[config.mk]
export PLATFORM = sky130hd
export DESIGN_NAME = javk_fetch_flat
export DESIGN_NICKNAME = d
export VERILOG_FILES = /design/src/rtl/javk_fetch_if.sv /design/src/rtl/javk_fetch.sv /design/src/flat_wrapper.sv
export SDC_FILE = /design/constraint.sdc
export NUM_CORES = 1
export LEC_CHECK = 0
export CORE_AREA = 2 2 142 144
export CTS_CLUSTER_SIZE = 25
export DETAILED_ROUTE_END_ITERATION = 6
export DIE_AREA = 0 0 144 146
export PLACE_DENSITY_LB_ADDON = 0.1
export SLEW_MARGIN = 20
export SYNTH_ARGS = -nofsm -noshare
export SYNTH_HDL_FRONTEND = slang
export SYNTH_SLANG_ARGS = --single-unit
export TNS_END_PERCENT = 50
[constraint.sdc]
create_clock -name clk -period 9.2 [get_ports clk]
set_clock_uncertainty 0.05 [all_clocks]
set_input_delay 1.38 -clock clk [delete_from_list [all_inputs] [get_ports clk]]
set_output_delay 1.38 -clock clk [all_outputs]
set_load 0.1 [all_outputs]
[src/rtl/javk_fetch_if.sv]
// Fetch-unit port bundle: memory read port, decode handshake, redirect control.
interface javk_fetch_if #(
  parameter int DEPTH = 4
);
  localparam int CW = $clog2(DEPTH) + 1;

  logic          redirect;
  logic [15:0]   redirect_pc;
  logic          bus_gnt;
  logic          mem_rd;
  logic [15:0]   mem_addr;
  logic [7:0]    mem_rdata;
  logic          out_valid;
  logic [7:0]    out_data;
  logic [15:0]   out_pc;
  logic          out_ready;
  logic [CW-1:0] q_count;

  modport master (
    input  redirect, redirect_pc, bus_gnt, mem_rdata, out_ready,
    output mem_rd, mem_addr, out_valid, out_data, out_pc, q_count
  );

  modport slave (
    output redirect, redirect_pc, bus_gnt, mem_rdata, out_ready,
    input  mem_rd, mem_addr, out_valid, out_data, out_pc, q_count
  );
endinterface

[src/rtl/javk_fetch.sv]
// JAVK instruction prefetch: byte reads into a small address-tagged FIFO,
// drained by decode over valid/ready; redirect flushes and restarts fetch.
module javk_fetch #(
  parameter int          DEPTH    = 4,
  parameter logic [15:0] RESET_PC = 16'h0000
) (
  input logic          clk,
  input logic          rst,
  javk_fetch_if.master bus
);
  localparam int AW = $clog2(DEPTH);
  localparam int PW = AW + 1;

  typedef enum logic {FLUSH, RUN} state_t;

  state_t        state, state_nxt;
  logic [15:0]   fetch_pc, fetch_pc_nxt;
  logic          mem_rd_nxt;
  logic [15:0]   mem_addr_nxt;
  logic          inflight;
  logic [15:0]   rsp_addr;
  logic [PW-1:0] wr_ptr, rd_ptr, count;
  logic [AW-1:0] head;
  logic          issue_ok, push, pop, flush;

  logic [7:0]    data_q [DEPTH];
  logic [15:0]   pc_q   [DEPTH];

  assign count         = wr_ptr - rd_ptr;
  assign bus.q_count   = count;
  assign bus.out_valid = (count != '0);
  // When empty, point at the last popped slot so the outputs hold their value.
  assign head          = bus.out_valid ? rd_ptr[AW-1:0] : rd_ptr[AW-1:0] - AW'(1);
  assign bus.out_data  = data_q[head];
  assign bus.out_pc    = pc_q[head];

  // A read issued now lands two edges later, so both the response arriving this
  // cycle and the request on the bus right now must hold a free slot.
  assign issue_ok = bus.bus_gnt &&
                    ((int'(count) + int'(inflight) + int'(bus.mem_rd)) < DEPTH);

  // NOTE: every always_comb output gets a default first so no path infers a latch.
  always_comb begin
    state_nxt    = state;
    fetch_pc_nxt = fetch_pc;
    mem_rd_nxt   = 1'b0;
    mem_addr_nxt = bus.mem_addr;
    push         = 1'b0;
    pop          = 1'b0;
    flush        = 1'b0;

    if (bus.redirect) begin
      state_nxt    = FLUSH;
      fetch_pc_nxt = bus.redirect_pc;
      flush        = 1'b1;
    end else begin
      if (state == FLUSH) begin
        state_nxt = RUN;
      end else begin
        push = inflight;
        pop  = bus.out_valid && bus.out_ready;
      end
      if (issue_ok) begin
        mem_rd_nxt   = 1'b1;
        mem_addr_nxt = fetch_pc;
        fetch_pc_nxt = fetch_pc + 16'd1;
      end
    end
  end

  // NOTE: sequential state uses non-blocking assignments only, so every flop
  // samples pre-edge values regardless of block ordering.
  always_ff @(posedge clk) begin
    if (rst) begin
      state        <= FLUSH;
      fetch_pc     <= RESET_PC;
      bus.mem_rd   <= 1'b0;
      bus.mem_addr <= '0;
      inflight     <= 1'b0;
      rsp_addr     <= '0;
      wr_ptr       <= '0;
      rd_ptr       <= '0;
    end else begin
      state        <= state_nxt;
      fetch_pc     <= fetch_pc_nxt;
      bus.mem_rd   <= mem_rd_nxt;
      bus.mem_addr <= mem_addr_nxt;
      inflight     <= bus.mem_rd;
      rsp_addr     <= bus.mem_addr;
      if (flush) begin
        wr_ptr <= rd_ptr;
      end else begin
        if (push) wr_ptr <= wr_ptr + PW'(1);
        if (pop)  rd_ptr <= rd_ptr + PW'(1);
      end
    end
  end

  // NOTE: the queue storage is reset because out_data/out_pc read it directly
  // and must show zero before the first byte arrives.
  always_ff @(posedge clk) begin
    if (rst) begin
      for (int i = 0; i < DEPTH; i++) begin
        data_q[i] <= '0;
        pc_q[i]   <= '0;
      end
    end else if (push && !flush) begin
      data_q[wr_ptr[AW-1:0]] <= bus.mem_rdata;
      pc_q[wr_ptr[AW-1:0]]   <= rsp_addr;
    end
  end
endmodule
[src/flat_wrapper.sv]
// flat-port wrapper written by rule: the top's interface ports become plain ports
module javk_fetch_flat 
#(
  parameter int          DEPTH    = 4,
  parameter logic [15:0] RESET_PC = 16'h0000
)
  (clk, rst, bus_redirect, bus_redirect_pc, bus_bus_gnt, bus_mem_rdata, bus_out_ready, bus_mem_rd, bus_mem_addr, bus_out_valid, bus_out_data, bus_out_pc, bus_q_count);
  javk_fetch_if #(.DEPTH(DEPTH)) bus_i ();
  input logic clk;
  input logic rst;
  input wire logic [$bits(bus_i.redirect)-1:0] bus_redirect;
  input wire logic [$bits(bus_i.redirect_pc)-1:0] bus_redirect_pc;
  input wire logic [$bits(bus_i.bus_gnt)-1:0] bus_bus_gnt;
  input wire logic [$bits(bus_i.mem_rdata)-1:0] bus_mem_rdata;
  input wire logic [$bits(bus_i.out_ready)-1:0] bus_out_ready;
  output wire logic [$bits(bus_i.mem_rd)-1:0] bus_mem_rd;
  output wire logic [$bits(bus_i.mem_addr)-1:0] bus_mem_addr;
  output wire logic [$bits(bus_i.out_valid)-1:0] bus_out_valid;
  output wire logic [$bits(bus_i.out_data)-1:0] bus_out_data;
  output wire logic [$bits(bus_i.out_pc)-1:0] bus_out_pc;
  output wire logic [$bits(bus_i.q_count)-1:0] bus_q_count;
  assign bus_i.redirect = bus_redirect;
  assign bus_i.redirect_pc = bus_redirect_pc;
  assign bus_i.bus_gnt = bus_bus_gnt;
  assign bus_i.mem_rdata = bus_mem_rdata;
  assign bus_i.out_ready = bus_out_ready;
  assign bus_mem_rd = bus_i.mem_rd;
  assign bus_mem_addr = bus_i.mem_addr;
  assign bus_out_valid = bus_i.out_valid;
  assign bus_out_data = bus_i.out_data;
  assign bus_out_pc = bus_i.out_pc;
  assign bus_q_count = bus_i.q_count;
  javk_fetch #(.DEPTH(DEPTH), .RESET_PC(RESET_PC)) u_core (.clk(clk), .rst(rst), .bus(bus_i));
endmodule
==> reports/qor.yml <==
slew_violations: 0
nets: 729
vias_per_cell: 5.01
grt_pass1_wl_um: 27100
grt_antenna_before_repair: 0
finalCriticalPeriod_ns: 5.77
r2r_setup_slack_ns: 5.58
end_kind: "output pin"
pin_count: 74
path_clk_slew_ns: 0.06
ys_warn_count: 0
finalSetupViolCount: 0
hold_path_class: "reg -> reg"
syn-num-nets: 663
async_flop_share: 0
worstSkewPairLatency_ns: 0.42
critPathArrivalTime_ns: 4.34
drt_wl_total_um: 17400
rsz0062_at_grt: "false"
cts_root_buf: "clkbuf_16"
cp.required_ns: 7.77
reg2reg_from: "u_core.rd_ptr[0]"
yosys-top-cells-area: "edfxtp_1 38%, dfxtp_1 15%, mux2i_1 15%"
place_congestion: 0.789
rows: 51
area_growth_pct: 21.4
drv_cap: 0
critical_path_buf_inv_count: 4
yosysTopAreaCell: "edfxtp_1"
r2r_end: "u_core.bus.mem_addr[13]"
cts_setup_buffers: 0
drive_above_1_share: 0.122
peakVddDrop_mv: 0.136
track_usage: 0.171
timing.final.crit_share: 0.627
pre_cts_slack_ns: 3.80
dpl.hpwl_um: 10500
wl_met2_um: 8900
finalSetupTns_ns: 0
critPathTopFamily: "buffers and inverters"
cts_made_buffers: 17
multi_input_area_um2: 3400
powerDensity_nw_per_um2: 171
dr.pass1.iters: 4
seqCellArea_um2: 4030
reg2reg_depth: 10
initial_utilization: 0.397
drt-met1-wl_um: 7700
whs_path_depth: 1
p_leak_nw: 3.25
die_h_um: 146
fin_area_um2: 9310
num_antenna_cells: 0
wl_per_cell_um: 17.9
cp-start-kind: "register"
hp-start: "u_core.bus.mem_addr[9]"
grt_max_degree: 59
synth_seq_cells: 153
tightest_slew_ns: 0.986
fmax_mhz: 173
status: "finished, final reports clean"
slowest_stage: "clkdlybuf4s50_1"
clockBufferDepth: 2
setup_slack_ns: 3.43
synth-main-ff-cell: "edfxtp_1"
avgSynthCellArea_um2: 12.2
remaining_drc_errors: 0
post_cts_resize_count: 0
first_global_vias: 5038
path_cells: "buf_4 > ha_2 > buf_4 > mux2i_1 > mux4_2 > inv_1 > clkdlybuf4s50_1"
crit_type: "reg -> out"
highest_layer: "met4"
cts_tree: "done"
cts.sinks: 153
vias: 4863
drt_iter0_markers: 264
die_w_um: 144
cts_htree_levels: 4
ant_nets: 0
relSlewSlack: 0.340
crit_top_cell: "buf_4"
worstHoldEndpoint: "u_core.rsp_addr[9]"
synthDistinctLibCells: 44
portBuffers: 73
netlist_instances: 627
slowest_delay_ns: 1.13
synthesis.area_um2: 7670
grt.overflow.total: 0
die_area_um2: 21000
wl_met3_um: 581
finalHoldViolCount: 0
place_area_um2: 8700
synth_top_area_share: 0.376
crit_path_max_fanout: 51
fp.coreArea_um2: 19300
fillers: 1737
yosysSeqAreaShare: 0.524
ctsHoldBuffers: 0
synth_edf_count: 96
metrics by stage:
stage                     power (mW)   util  hold WS (ns)  cells
after detailed placement       0.924  0.450         0.422    938
after global placement         0.922  0.450         0.425    938
after global routing            1.65  0.482         0.450    971
after floorplan                0.877      -         0.436    627
after CTS                       1.61  0.481         0.431    970
final                           1.60  0.482         0.430    971
cell usage in the layout (no fill, tap or decap), drive strengths merged, types with 2 or more instances in the layout:
cell type and n:
mux2i 112, and2 96, edfxtp 96, clkdlybuf4s50 72, dfxtp 57, nor2 39
inv 34, mux4 24, clkbuf 23, nor2b 20, nand2 14, nand3 13
buf 13, a211oi 12, xnor2 9, a21oi 8, a2111oi 8, clkinv 8
ha 6, nor3 5, o21ai 4, or2 4, nor4 3, a311oi 3
xor2 3, and4 2, or4 2, o31ai 2, or3 2, and3 2
nand4 2
report_power, final:
group | internal (mW) | leakage [nW] | switching, mW
clock network | 0.415 | 0.300 | 0.272
registers | 0.751 | 1.46 | 0.0178
logic | 0.0470 | 1.49 | 0.0925
sequential cells by signal, summed over array words and instances, names as in the netlist:
name,flops
u_core.rsp_addr,16
u_core.state,1
u_core.pc_q,64
u_core.rd_ptr,3
u_core.data_q,32
u_core.fetch_pc,16
u_core.bus.mem_addr,16
u_core.wr_ptr,3
u_core.inflight,1
u_core.bus.mem_rd,1
worst max-delay path by stage:
stage / startpoint / end / slack, ns / depth (start not counted)
5_1_grt: u_core.rd_ptr[0] / bus_out_pc[14] / 3.22 / 9
4_1_cts: u_core.rd_ptr[1] / bus_out_pc[15] / 3.33 / 7
3_3_place_gp: u_core.rd_ptr[0] / bus_out_pc[14] / 3.84 / 9
6_report: u_core.rd_ptr[1] / bus_out_pc[14] / 3.43 / 7
3_5_place_dp: u_core.rd_ptr[0] / bus_out_pc[15] / 3.80 / 9
2_1_floorplan: bus_redirect / u_core.data_q[3][0] / 4.27 / 3
cell type report:
| class | instances | share of cell area |
|---|---|---|
| Sequential cell | 153 | 0.432 |
| Multi-Input combinational cell | 402 | 0.366 |
| Timing Repair Buffer | 85 | 0.0884 |
| Clock buffer | 23 | 0.0583 |
| Tap cell | 265 | 0.0356 |
| Inverter | 34 | 0.0137 |
| Clock inverter | 9 | 0.00605 |
worst reg2reg max path, stage by stage, from the launching register on:
cell,delay (ns)
dfxtp_1,0.30
buf_4,0.40
ha_1,0.26
fa_1,0.46
inv_1,0.12
ha_1,0.18
nand3_1,0.50
a211oi_4,0.74
buf_8,0.24
mux2i_1,0.19
nor2_1,0.05
logic make-up (layout without fill, tap and decap cells):
group | count (synthesis) | in the layout | share of synthesized area
AND/OR/NAND/NOR | 205 | 205 | 0.149
flip-flops | 153 | 153 | 0.524
multiplexers | 136 | 136 | 0.217
buffers and inverters | 72 | 151 | 0.0365
AO/OA/AOI/OAI | 41 | 41 | 0.0445
XOR/XNOR | 13 | 13 | 0.0170
adder cells (fa/ha/maj) | 7 | 7 | 0.0124
Yosys cell counts, types with 6 or more instances:
cell type / number
ha_1: 6
nor2b_1: 20
a211oi_1: 11
mux4_2: 24
xnor2_1: 9
nor2_1: 38
mux2i_1: 112
nand3_1: 13
nand2_1: 14
edfxtp_1: 96
a21oi_1: 8
clkbuf_1: 29
dfxtp_1: 57
inv_1: 33
and2_1: 96
layer usage:
layer / global-route usage / vias to the layer above
met2: 0.297 / 90
met1: 0.213 / 2368
li1: - / 2391
met5: 0 / -
met3: 0.0369 / 14
met4: 0.0520 / 0
Note: power is estimated with default switching activity, not from simulation.
